<file path="config.mk">
export PLATFORM = sky130hd
export DESIGN_NAME = key_scan_arbiter
export DESIGN_NICKNAME = d
export VERILOG_FILES = /design/src/rtl/key_scan_arbiter.sv
export SDC_FILE = /design/constraint.sdc
export NUM_CORES = 1
export LEC_CHECK = 0
export CAP_MARGIN = 20
export CORE_MARGIN = 2
export CORE_UTILIZATION = 45
export CTS_CLUSTER_DIAMETER = 120
export DETAILED_ROUTE_END_ITERATION = 16
export PLACE_DENSITY = 0.67
export SYNTH_ARGS = -nofsm -noshare
export SYNTH_HDL_FRONTEND = slang
export SYNTH_SLANG_ARGS = --single-unit
</file>
<file path="constraint.sdc">
create_clock -name sys_clk -period 3.3 [get_ports sys_clk]
set_input_delay 0.66 -clock sys_clk [delete_from_list [all_inputs] [get_ports sys_clk]]
set_output_delay 0.66 -clock sys_clk [all_outputs]
set_load 0.05 [all_outputs]
</file>
<file path="src/rtl/key_scan_arbiter.sv">
// Round-robin debouncer: one settle counter is time-shared between KEY_NUM active-low keys.
// Optional release pulse output is enabled by defining KEY_RELEASE_FLAG_EN.
module key_scan_arbiter #(
  parameter int                 KEY_NUM = 4,
  parameter int                 CNT_W   = 20,
  parameter logic [CNT_W-1:0]   CNT_MAX = 20'd999_999
) (
  input  logic                  sys_clk,
  input  logic                  sys_rst,
  input  logic [KEY_NUM-1:0]    key_in,
  output logic [KEY_NUM-1:0]    key_state,
  output logic [KEY_NUM-1:0]    key_flag,
  output logic [KEY_NUM-1:0]    key_release,
  output logic [((KEY_NUM > 1) ? $clog2(KEY_NUM) : 1)-1:0] grant_idx,
  output logic                  busy
);

  localparam int GW = (KEY_NUM > 1) ? $clog2(KEY_NUM) : 1;

  typedef enum logic [1:0] {
    ST_IDLE   = 2'd0,
    ST_SETTLE = 2'd1,
    ST_COMMIT = 2'd2
  } state_e;

  state_e               state_q;
  logic [KEY_NUM-1:0]   sync1_q;
  logic [KEY_NUM-1:0]   sync2_q;
  logic [KEY_NUM-1:0]   key_state_q;
  logic [KEY_NUM-1:0]   key_flag_q;
  logic [CNT_W-1:0]     cnt_q;
  logic [GW-1:0]        ptr_q;
  logic [GW-1:0]        grant_q;
  logic                 busy_q;
  logic [KEY_NUM-1:0]   mismatch_s;
  logic [GW-1:0]        pick_s;
`ifdef KEY_RELEASE_FLAG_EN
  logic [KEY_NUM-1:0]   key_release_q;
`endif

  function automatic logic [GW-1:0] wrap_inc(input logic [GW-1:0] idx);
    if (int'(idx) >= KEY_NUM - 1) begin
      return '0;
    end else begin
      return idx + GW'(1);
    end
  endfunction

  // Two-flop synchroniser; idle level of an active-low key is 1
  always_ff @(posedge sys_clk or posedge sys_rst) begin
    if (sys_rst) begin
      sync1_q <= '1;
      sync2_q <= '1;
    end else begin
      sync1_q <= key_in;
      sync2_q <= sync1_q;
    end
  end

  assign mismatch_s = sync2_q ^ key_state_q;

  // Walking from the far end back to ptr leaves the first hit in search order
  always_comb begin
    pick_s = '0;
    for (int i = KEY_NUM - 1; i >= 0; i--) begin
      if (mismatch_s[GW'((int'(ptr_q) + i) % KEY_NUM)]) begin
        pick_s = GW'((int'(ptr_q) + i) % KEY_NUM);
      end else begin
        pick_s = pick_s;
      end
    end
  end

  // Arbitration, settle counting and commit of the debounced level
  always_ff @(posedge sys_clk or posedge sys_rst) begin
    if (sys_rst) begin
      state_q     <= ST_IDLE;
      cnt_q       <= '0;
      ptr_q       <= '0;
      grant_q     <= '0;
      busy_q      <= 1'b0;
      key_state_q <= '1;
      key_flag_q  <= '0;
`ifdef KEY_RELEASE_FLAG_EN
      key_release_q <= '0;
`endif
    end else begin
      key_flag_q <= '0;
`ifdef KEY_RELEASE_FLAG_EN
      key_release_q <= '0;
`endif
      case (state_q)
        ST_IDLE: begin
          if (|mismatch_s) begin
            grant_q <= pick_s;
            cnt_q   <= '0;
            busy_q  <= 1'b1;
            state_q <= ST_SETTLE;
          end
        end
        ST_SETTLE: begin
          // A bounce back hands the counter to the next key in line
          if (!mismatch_s[grant_q]) begin
            ptr_q   <= wrap_inc(grant_q);
            busy_q  <= 1'b0;
            state_q <= ST_IDLE;
          end else if (cnt_q == CNT_MAX) begin
            state_q <= ST_COMMIT;
          end else begin
            cnt_q <= cnt_q + CNT_W'(1);
          end
        end
        ST_COMMIT: begin
          key_state_q[grant_q] <= ~key_state_q[grant_q];
          if (key_state_q[grant_q]) begin
            key_flag_q[grant_q] <= 1'b1;
          end
`ifdef KEY_RELEASE_FLAG_EN
          else begin
            key_release_q[grant_q] <= 1'b1;
          end
`endif
          ptr_q   <= wrap_inc(grant_q);
          busy_q  <= 1'b0;
          state_q <= ST_IDLE;
        end
        default: begin
          busy_q  <= 1'b0;
          state_q <= ST_IDLE;
        end
      endcase
    end
  end

  assign key_state = key_state_q;
  assign key_flag  = key_flag_q;
  assign grant_idx = grant_q;
  assign busy      = busy_q;
`ifdef KEY_RELEASE_FLAG_EN
  assign key_release = key_release_q;
`else
  assign key_release = '0;
`endif

endmodule

</file>
* After elaboration in Yosys (flattened, before gate mapping)
Index checks and enable logic that the tools add are counted.
Storage, ports and cells: register bits 43, input bits 6, logic and storage cells 80, output and inout bits 15
Cells by class: multiplexer cells 39, equal/unequal tests 8, bitwise operators 2, $add $sub $neg 5, reduce and logical (&&, ||, !) cells 10, magnitude comparators 7
Operator list (number):
- $mux 20 | 3
- $pmux 20 s2 | 1
- $add 20x1->20 const B | 1
- $eq 20x20->1 const B | 1
- $mux 2 | 9
- $lt 2x4->1 const B | 4
- $mux 1 | 13
- $bmux 1 s2 | 6
- $mux 4 | 2
- $ne 2x2->1 const B | 4
- $pmux 2 s2 | 2
- $reduce_and 2->1 | 4
- $add 2x1->2 const B | 2
- $add 2x2->2 const B | 2
- $bwmux 4 | 1
- $reduce_and 4->1 | 1
- $reduce_bool 2->1 | 2
- $reduce_or 4->1 | 1
- $xor 4x4->4 | 1
- $lt 2x3->1 const B | 1
- $ne 3x3->1 const B | 1
- $demux 1 s2 | 1
- $eq 2x1->1 const B | 1
- $eq 2x2->1 const B | 1
- 6 further kinds | 6

* Logic depth before layout (Yosys ltp)
Gate-level depths: netlist of the first run.
word-level depth 8, gate-level depth with buffers 8, gate-level depth less buffers 6

* Least setup slack after synthesis of the first run
No wires, ideal clock.
path kind reg2reg, from register grant_q[0], in the netlist grant_idx[0], to register ptr_q[1], stages on the path, launching flop included 6, slack 1.197 ns, setup time 0.127 ns, arrival 1.975 ns, clock period less this slack 2.103 ns, required time 3.173 ns, path buffers 1, cells stage by stage dfrtp_1 -> mux4_2 -> clkbuf_1 -> nor2_1 -> mux2i_1 -> a21oi_1
On the way: cells in the longest elaborated chain, start to end 4, elaborated cells on any way between the ends 9, those cells by class 1 x add/sub; 1 x order compare; 1 x eq/ne; 5 x mux; 1 x reduce/logical
RTL lines:
- start: declaration | line 33 | logic [GW-1:0] grant_q;
- start signal: assignment | line 95 | grant_q <= pick_s;
- $add 2x1->2, or another cell as far along | line 45 | return idx + GW'(1);
- $mux 2 / $mux 1 (equally long branches) | line 42, 103
- $mux 2 / $ne 2x2->1 (equally long branches)
- $pmux 2 s2 / $reduce_and 2->1 (equally long branches)
- end signal: assignment | line 104 | ptr_q <= wrap_inc(grant_q);
- end signal: assignment | line 123 | ptr_q <= wrap_inc(grant_q);
- end: declaration | line 32 | logic [GW-1:0] ptr_q;
Several ways; a longest one is shown, not always the timed one. The select of a mux whose other input is x is not followed. A chain may end at the register's enable or synchronous reset.

* Final worst setup path of the first run
from register key_state_q[0], in the netlist key_state[0], to register cnt_q[11]
On the way: cells in the longest elaborated chain, start to end 5, elaborated cells on any way between the ends 7, those cells by class 2 x eq/ne; 2 x mux; 1 x bitwise; 2 x reduce/logical
RTL lines:
- start: declaration | line 29 | logic [KEY_NUM-1:0] key_state_q;
- start signal: indexed assignment | line 114 | key_state_q[grant_q] <= ~key_state_q[grant_q];
- $xor 4x4->4 * | line 60 | assign mismatch_s = sync2_q ^ key_state_q;
- $bmux 1 s2 | line 103 | if (!mismatch_s[grant_q]) begin
- $mux 1 (not written as such) | line 103
- $ne 2x2->1 (no line)
- $reduce_and 4->1 (no line) *
- end signal: assignment | line 110 | cnt_q <= cnt_q + CNT_W'(1);
- end: declaration | line 31 | logic [CNT_W-1:0] cnt_q;
Every way passes the cells marked *; elsewhere a longest branch is shown, timed or not. The select of a mux whose other input is x is not followed.

==> flow_metrics.env, run 1 <==
export IMPL_cts_buffer_depth=2
export IMPL_synthCells=207
export IMPL_wl_per_cell_um=14.7
export IMPL_die_area_sq_um=5510
export IMPL_grt_ovfl_total=0
export IMPL_grt_use_total=0.178
export IMPL_grt_max_degree=19
export IMPL_postCtsSetupBuffers=0
export IMPL_path_clk_slew_ns=0.08
export IMPL_p_leak_nw=1.04
export IMPL_drt_iter0_drc=101
export IMPL_tritoncts="built"
export IMPL_rsz0062_at_grt="no"
export IMPL_post_place_cells=286
export IMPL_critPathArrivalTime_ns=2.65
export IMPL_crit_path_end_kind="flip-flop"
export IMPL_globalRouteMet2Util=0.264
export IMPL_dieHeight_um=74.3
export IMPL_ant_nets=0
export IMPL_die_w_um=74.3
export IMPL_vdd_drop_max_mv=0.389
export IMPL_wl_mm=4.32
export IMPL_syn_area_sq_um=2220
export IMPL_hp_class="flip-flop to flip-flop"
export IMPL_cts_sinks=43
export IMPL_avgSynthCellArea_sq_um=10.7
export IMPL_synth_cell_type_count=49
export IMPL_status="complete, no violations"
export IMPL_fin_nets=237
export IMPL_fmax_mhz=415
export IMPL_insertion_delay_ns=0.30
export IMPL_drv_slew=0
export IMPL_finalNonFillerCells=294
export IMPL_worstPathMaxFanout=13
export IMPL_grt_busiest_layer="met2"
export IMPL_numCtsBuffers=5
export IMPL_setup_viol=0
export IMPL_io_pins=21
export IMPL_rows=25
export IMPL_drive_gt1_frac=0.159
export IMPL_start_kind="flip-flop"
export IMPL_post_route_period_util=0.730
export IMPL_initial_core_util=0.467
export IMPL_worst_pin_slew_ns=0.672
export IMPL_whs_path_depth=0
export IMPL_fin_hold_ws_ns=0.358
export IMPL_fin_util=0.536
export IMPL_antenna_found_initial=0
export IMPL_cts_htree_levels=2
export IMPL_first_global_vias=1484
export IMPL_routabilityCongestion=0.886
export IMPL_drtPass1Iterations=4
export IMPL_power_density_nw_per_um2=651
export IMPL_port_buffers=16
export IMPL_viasPerCell=5.52
export IMPL_crit_type="flip-flop to flip-flop"
export IMPL_core_sq_um=4750
export IMPL_worstRegToRegCells=5
export IMPL_antennaDiodeCount=0
export IMPL_synth_seq_area_share=0.491
export IMPL_seqCellArea_sq_um=1090
export IMPL_min_period_ns=2.41
export IMPL_area_growth_synth_to_final_pct=14.8
export IMPL_route_detailed_drc=0
export IMPL_num_vias=1622
export IMPL_maxCapViolCount=0
export IMPL_grt_use_met1=0.255
export IMPL_hold_violations=0
export IMPL_ys_warn_count=0
export IMPL_dp_hpwl_mm=3.11
export IMPL_cts_resized=0
export IMPL_tns_ns=0
export IMPL_multi_input_area_sq_um=1040
export IMPL_nFillCells=444
export IMPL_root_buffer="clkbuf_8"
export IMPL_required_ns=3.54
export IMPL_met3_usage=0.0447
export IMPL_ctsHoldBuffers=0
export IMPL_final_setup_skew_ns=0.00622
export IMPL_grt_pass1_wl_mm=7.34
export IMPL_ys_ff_latch=43
export IMPL_slew_headroom=0.548
==> synthesized netlist by cell type (all sizes together) <==
library cell   n  area (sq um)
a211oi         2          15.0
a21oi         17           104
a2bb2oi        1          8.76
and3           8          51.3
and4           2          18.8
buf            7          66.3
clkbuf         3          11.3
conb           1          3.75
dfrtp         31           776
dfstp         12           315
ha             5          62.6
inv            6          22.5
mux2i          2          20.0
mux4           3          67.6
nand2         13          48.8
nand2b         1          6.26
nand3          7          35.0
nand4          6          37.5
nand4b         2          17.5
nand4bb        1          16.3
nor2          18          67.6
nor2b          2          12.5
nor3           3          15.0
nor4           2          12.5
o211a          1          10.0
o211ai         4          35.0
o21ai          8          40.0
o21bai         1          7.51
o22a           1          8.76
o2bb2ai        1          8.76
o31ai          6          45.0
o32ai          1          8.76
o41a           1          11.3
or2            2          12.5
or3            3          18.8
or4            4          33.8
or4b           2          20.0
xnor2          6          52.6
xor2          11          96.3
==> state kept, by name, indices dropped and copies added (netlist names) <==
signal	count
grant_idx	2
busy	1
sync2_q	4
sync1_q	4
state_q	2
key_flag	4
key_state	4
ptr_q	2
cnt_q	20
==> per-stage QoR <==
step	instance area [sq um]	power, mW	setup slack (ns)
6_report	2550	1.66	0.890
5_1_grt	2550	1.75	0.795
4_1_cts	2550	1.67	0.888
3_5_place_dp	2420	1.21	0.941
3_3_place_gp	2420	1.20	0.977
2_1_floorplan	2230	1.07	1.20
==> cell families (layout without fill, tap and decap cells) <==
logic type	Yosys count	in the layout	synth area share
simple gates	76	76	0.191
compound gates	44	44	0.136
flops	43	43	0.491
xor+xnor	17	17	0.0670
buf+inv	16	33	0.0451
fa+ha+maj	5	5	0.0282
mux	5	5	0.0394
other cells	1	4	0.00169
==> critical path, cell delays in order (launching register included) <==
cell,delay [ns]
dfstp_2,0.59
xor2_1,0.28
mux4_2,0.47
o211ai_2,0.29
or4_1,0.56
a21oi_2,0.14
==> power by group <==
group / leakage [nW] / switching (mW) / internal [mW]
sequential: 0.542 / 0.0822 / 0.590
clock: 0.0636 / 0.186 / 0.272
combinational: 0.439 / 0.341 / 0.189
total: 1.04 / 0.610 / 1.05
==> area by class of cell <==
type | instances | share of cell area
flip-flops and latches | 43 | 0.428
inverters | 6 | 0.00884
clock inverters | 1 | 0.0118
repair buffers | 19 | 0.0717
clock buffers | 7 | 0.0383
well taps | 67 | 0.0329
multi-input cells | 151 | 0.408
==> cells in the final DEF, fill, tap and decap left out, drive strengths merged, types with 2 or more instances in the layout <==
cell,n
clkdlybuf4s50,16
a211oi,2
and4,2
mux4,3
ha,5
xnor2,6
or4b,2
nor2b,2
nand4,6
clkbuf,7
or3,3
nand2,13
inv,5
mux2i,2
dfstp,12
conb,4
or4,4
nand3,7
xor2,11
a21oi,17
and3,8
o211ai,4
nor3,3
or2,2
o21ai,8
dfrtp,31
nor2,18
buf,3
nand4b,2
o31ai,6
nor4,2
==> layer usage <==
metal,vias up,part of all wire
met2,22,0.44
met4,0,0.016
met5,-,0
li1,787,-
met3,6,0.025
met1,807,0.52
==> worst paths after layout <==
| check | slack, ns | from | end |
|---|---|---|---|
| min in group asynchronous | 0.67 | sys_rst | cnt_q[3] |
| max in group asynchronous | 1.98 | sys_rst | key_state[2] |
| max reg2reg | 0.89 | key_state[0] | cnt_q[11] |
| min reg2reg | 0.36 | sync1_q[3] | sync2_q[3] |
| min | 0.36 | sync1_q[3] | sync2_q[3] |
| max | 0.89 | key_state[0] | cnt_q[11] |
No activity file was read; power rests on OpenSTA's default activity.
==> run 2: changes to the inputs <==
==> constraint.sdc (replaced) <==
create_clock -name sys_clk -period 2.4 [get_ports sys_clk]
set_input_delay 0.48 -clock sys_clk [delete_from_list [all_inputs] [get_ports sys_clk]]
set_output_delay 0.48 -clock sys_clk [all_outputs]
set_load 0.05 [all_outputs]
==> flow_metrics.env, run 2 (synthesized netlist as in run 1, its figures left out) <==
export IMPL_status="complete, no violations"
export IMPL_largest_reg_flops=20
export IMPL_io_pins=21
export IMPL_slowest_delay_ns=0.88
export IMPL_maxCapViolCount=0
export IMPL_globalRouteMet2Util=0.230
export IMPL_min_period_ns=2.21
export IMPL_hold_violations=0
export IMPL_initial_core_util=0.467
export IMPL_hp_class="flip-flop to flip-flop"
export IMPL_grt_max_degree=27
export IMPL_fmax_mhz=453
export IMPL_drt_iter0_drc=75
export IMPL_crit_type="flip-flop to primary output"
export IMPL_cts_htree_levels=2
export IMPL_dp_hpwl_mm=2.98
export IMPL_post_route_period_util=0.919
export IMPL_viasPerCell=5.40
export IMPL_tritoncts="built"
export IMPL_first_global_vias=1471
export IMPL_whs_path_depth=0
export IMPL_setup_worst_path_start="grant_idx[0]"
export IMPL_holdPathEnd="sync2_q[0]"
export IMPL_required_ns=1.92
export IMPL_cp_top_family="buffers and inverters"
export IMPL_postCtsSetupBuffers=0
export IMPL_grt_ovfl_total=0
export IMPL_finalNonFillerCells=298
export IMPL_met3_usage=0.0420
export IMPL_final_setup_skew_ns=0.00842
export IMPL_top_register="cnt_q"
export IMPL_cts_buffer_depth=2
export IMPL_area_growth_synth_to_final_pct=14.6
export IMPL_routabilityCongestion=0.939
export IMPL_worstRegToRegCells=6
export IMPL_grt_pass1_wl_mm=7.11
export IMPL_power_density_nw_per_um2=841
export IMPL_reg2reg_slack_ns=0.21
export IMPL_ctsHoldBuffers=0
export IMPL_crit_path_end_kind="primary output"
export IMPL_drive_gt1_frac=0.169
export IMPL_port_buffers=16
export IMPL_drtPass1Iterations=4
export IMPL_root_buffer="clkbuf_8"
export IMPL_fin_hold_ws_ns=0.357
export IMPL_insertion_delay_ns=0.30
export IMPL_antenna_found_initial=0
export IMPL_multi_input_area_sq_um=1040
export IMPL_critPathArrivalTime_ns=1.73
export IMPL_path_clk_slew_ns=0.07
export IMPL_dieHeight_um=74.3
export IMPL_cts_resized=0
export IMPL_core_sq_um=4750
export IMPL_grt_busiest_layer="met1"
export IMPL_grt_use_met1=0.263
export IMPL_die_w_um=74.3
export IMPL_ant_nets=0
export IMPL_rr_startpoint="cnt_q[13]"
export IMPL_antennaDiodeCount=0
export IMPL_rsz0062_at_grt="no"
export IMPL_cp_slowest_cell="clkdlybuf4s50_1"
export IMPL_num_vias=1608
export IMPL_fin_nets=241
export IMPL_path_cells="clkdlybuf4s50_1"
export IMPL_drv_slew=0
export IMPL_final_common_cell="dfrtp_1"
export IMPL_hp_start="sync1_q[0]"
export IMPL_nFillCells=439
export IMPL_vdd_drop_max_mv=0.421
export IMPL_worst_path_buf_inv=1
export IMPL_start_kind="flip-flop"
export IMPL_numCtsBuffers=5
export IMPL_route_detailed_drc=0
export IMPL_post_place_cells=290
export IMPL_worstPathMaxFanout=8
export IMPL_worst_pin_slew_ns=0.669
export IMPL_p_leak_nw=1.05
export IMPL_wl_mm=4.20
export IMPL_seqCellArea_sq_um=1090
export IMPL_mostFrequentLayoutCells="dfrtp_1 (31), nor2_1 (18), clkdlybuf4s50_1 (16), nand2_1 (13)"
export IMPL_die_area_sq_um=5510
export IMPL_r2r_end="cnt_q[9]"
export IMPL_grt_use_total=0.170
export IMPL_setup_viol=0
export IMPL_rows=25
export IMPL_slew_headroom=0.552
export IMPL_tns_ns=0
export IMPL_fin_util=0.535
export IMPL_cts_sinks=43
export IMPL_wl_per_cell_um=14.1
## run 2: cell count changes in the layout (fill, tap and decap cells not counted)
cell	change
clkbuf_16	-1
bufinv_16	-1
clkinv_2	+1
clkbuf_1	+1
buf_4	+3
buf_12	+1
## run 2: layout make-up
class,count,area share
sequential,43,0.429
clock buffer,7,0.0300
multi-input combinational,151,0.409
clock inverter,1,0.00197
inverter,6,0.00885
tap,67,0.0329
timing repair buffer,23,0.0885
## run 2: stage by stage
step           power (mW)  cell area, sq um  setup WS, ns
3_3_place_gp         1.70              2460         0.253
3_5_place_dp         1.71              2460         0.233
6_report             2.14              2540         0.194
4_1_cts              2.16              2540         0.169
2_1_floorplan        1.48              2230         0.297
5_1_grt              2.28              2540         0.108
## run 2: worst max path at each step
stage	cells after the start	to
final	1	grant_idx[0]
after global routing	1	grant_idx[0]
after CTS	1	grant_idx[0]
after detailed placement	6	cnt_q[9]
after global placement	5	cnt_q[0]
after floorplan	5	ptr_q[1]
## run 2: power by group
part           switching [mW]  total [mW]  internal [mW]  leakage, nW
Sequential              0.112       0.923          0.811        0.542
Combinational           0.468       0.770          0.302        0.463
Clock                   0.243       0.448          0.205       0.0422
Total                   0.823        2.14           1.32         1.05
## run 2: layer usage
metal  vias up  routed length [um]
li1        795                   -
met1       780                2240
met2        27                1760
met3         6                 134
met4         0                  69
met5         -                   0
==> run 3: changes to the inputs <==
--- a/config.mk
+++ b/config.mk
@@ -7,10 +7,10 @@
 export LEC_CHECK = 0
 export CAP_MARGIN = 20
 export CORE_MARGIN = 2
-export CORE_UTILIZATION = 45
+export CORE_UTILIZATION = 56
 export CTS_CLUSTER_DIAMETER = 120
 export DETAILED_ROUTE_END_ITERATION = 16
-export PLACE_DENSITY = 0.67
+export PLACE_DENSITY = 0.8
 export SYNTH_ARGS = -nofsm -noshare
 export SYNTH_HDL_FRONTEND = slang
 export SYNTH_SLANG_ARGS = --single-unit
==> flow_metrics.env, run 3 (synthesized netlist as in run 1, its figures left out) <==
export IMPL_cts_sinks=43
export IMPL_crit_path_end_kind="primary output"
export IMPL_slew_headroom=0.616
export IMPL_worstPathMaxFanout=5
export IMPL_status="complete, no violations"
export IMPL_rr_startpoint="cnt_q[13]"
export IMPL_wl_per_cell_um=15.2
export IMPL_worstRegToRegCells=6
export IMPL_whs_path_depth=0
export IMPL_hp_start="sync1_q[2]"
export IMPL_port_buffers=16
export IMPL_crit_type="flip-flop to primary output"
export IMPL_total_power_mw=2.14
export IMPL_dieHeight_um=67.0
export IMPL_dp_hpwl_mm=3.11
export IMPL_core_sq_um=3740
export IMPL_worst_path_buf_inv=1
export IMPL_area_growth_synth_to_final_pct=12.9
export IMPL_hold_violations=0
export IMPL_m1WireLength_mm=2.07
export IMPL_drt_iter0_drc=198
export IMPL_wl_mm=4.23
export IMPL_met3_length_um=224
export IMPL_final_setup_skew_ns=0.00673
export IMPL_first_global_vias=1536
export IMPL_setup_viol=0
export IMPL_io_pins=21
export IMPL_final_common_cell="dfrtp_1"
export IMPL_hp_class="flip-flop to flip-flop"
export IMPL_path_cells="clkdlybuf4s50_1"
export IMPL_ant_nets=0
export IMPL_cp_top_family="buffers and inverters"
export IMPL_top_register="cnt_q"
export IMPL_drtPass1Iterations=4
export IMPL_numCtsBuffers=5
export IMPL_fin_nets=241
export IMPL_root_buffer="clkbuf_8"
export IMPL_dr_wl_met2_mm=1.87
export IMPL_die_w_um=67.0
export IMPL_tritoncts="built"
export IMPL_cts_buffer_depth=2
export IMPL_tns_ns=0
export IMPL_nFillCells=313
export IMPL_antennaDiodeCount=0
export IMPL_fmax_mhz=452
export IMPL_cts_resized=0
export IMPL_antenna_found_initial=0
export IMPL_grt_ovfl_total=0
export IMPL_worst_pin_slew_ns=0.576
export IMPL_rows=22
export IMPL_maxCapViolCount=0
export IMPL_mostFrequentLayoutCells="dfrtp_1 (31), nor2_1 (18), clkdlybuf4s50_1 (16), nand2_1 (13)"
export IMPL_num_vias=1648
export IMPL_post_route_period_util=0.921
export IMPL_insertion_delay_ns=0.30
export IMPL_required_ns=1.92
export IMPL_critPathArrivalTime_ns=1.73
export IMPL_grt_use_total=0.222
export IMPL_r2r_end="cnt_q[11]"
export IMPL_holdPathEnd="sync2_q[2]"
export IMPL_vdd_drop_max_mv=0.447
export IMPL_largest_reg_flops=20
export IMPL_start_kind="flip-flop"
export IMPL_grt_max_degree=44
export IMPL_drive_gt1_frac=0.165
export IMPL_cp_slowest_cell="clkdlybuf4s50_1"
export IMPL_die_area_sq_um=4490
export IMPL_dr_max_layer_used="met4"
export IMPL_postCtsSetupBuffers=0
export IMPL_slowest_delay_ns=0.82
export IMPL_min_period_ns=2.21
export IMPL_route_detailed_drc=0
export IMPL_p_leak_nw=1.04
export IMPL_ctsHoldBuffers=0
export IMPL_path_clk_slew_ns=0.07
export IMPL_initial_core_util=0.593
export IMPL_reg2reg_slack_ns=0.19
export IMPL_rsz0062_at_grt="no"
export IMPL_routabilityCongestion=0.863
export IMPL_viasPerCell=5.91
export IMPL_grt_pass1_wl_mm=7.37
export IMPL_cts_htree_levels=2
export IMPL_drv_slew=0
export IMPL_power_density_nw_per_um2=855
run 3: cell count changes in the layout (fill, tap and decap cells not counted):
cell	previous run	this run
buf_12	1	0
buf_4	6	7
clkbuf_1	2	3
clkinv_1	1	0
clkinv_2	1	0
inv_1	5	6
run 3: routing by layer:
layer,vias to the layer above,GRT usage
li1,789,-
met1,812,0.329
met2,40,0.318
met3,7,0.0507
met4,0,0.0765
met5,-,0
run 3: cell type report:
cell class / instances / area, sq um / area share
sequential: 43 / 1090 / 0.435
multi-input combinational: 151 / 1040 / 0.415
timing repair buffer: 23 / 213 / 0.0848
clock buffer: 8 / 80.1 / 0.0319
tap: 48 / 60.1 / 0.0240
inverter: 6 / 22.5 / 0.00898
run 3: through the flow:
stage / hold slack (ns) / utilization / instances / setup WS (ns) / instance area [sq um]
after CTS: 0.357 / 0.670 / 279 / 0.186 / 2510
after global placement: 0.346 / 0.648 / 271 / 0.245 / 2430
final: 0.355 / 0.670 / 279 / 0.189 / 2510
after floorplan: 0.345 / - / 210 / 0.297 / 2230
after global routing: 0.362 / 0.670 / 279 / 0.0823 / 2510
after detailed placement: 0.347 / 0.648 / 271 / 0.222 / 2430
run 3: worst max-delay path by stage:
stage,start,end,cells past startpoint
6_report,key_state[0],key_state[0],1
5_1_grt,key_state[0],cnt_q[11],6
4_1_cts,grant_idx[0],grant_idx[0],1
3_5_place_dp,cnt_q[13],cnt_q[11],6
3_3_place_gp,cnt_q[13],cnt_q[11],6
2_1_floorplan,grant_idx[0],ptr_q[1],5
run 3: power by group:
part	internal [mW]	leakage (nW)	switching, mW	total (mW)
sequential	0.811	0.542	0.116	0.927
clock	0.207	0.0395	0.230	0.437
combinational	0.301	0.462	0.480	0.781
total	1.32	1.04	0.826	2.14
run 3: worst register-to-register path, cell delays in order, from the launching register on:
cell and delay, ns:
dfrtp_1 0.42, or4b_1 0.52, or4_4 0.58, o211ai_2 0.17, buf_4 0.20, or4_1 0.14
a21oi_2 0.05
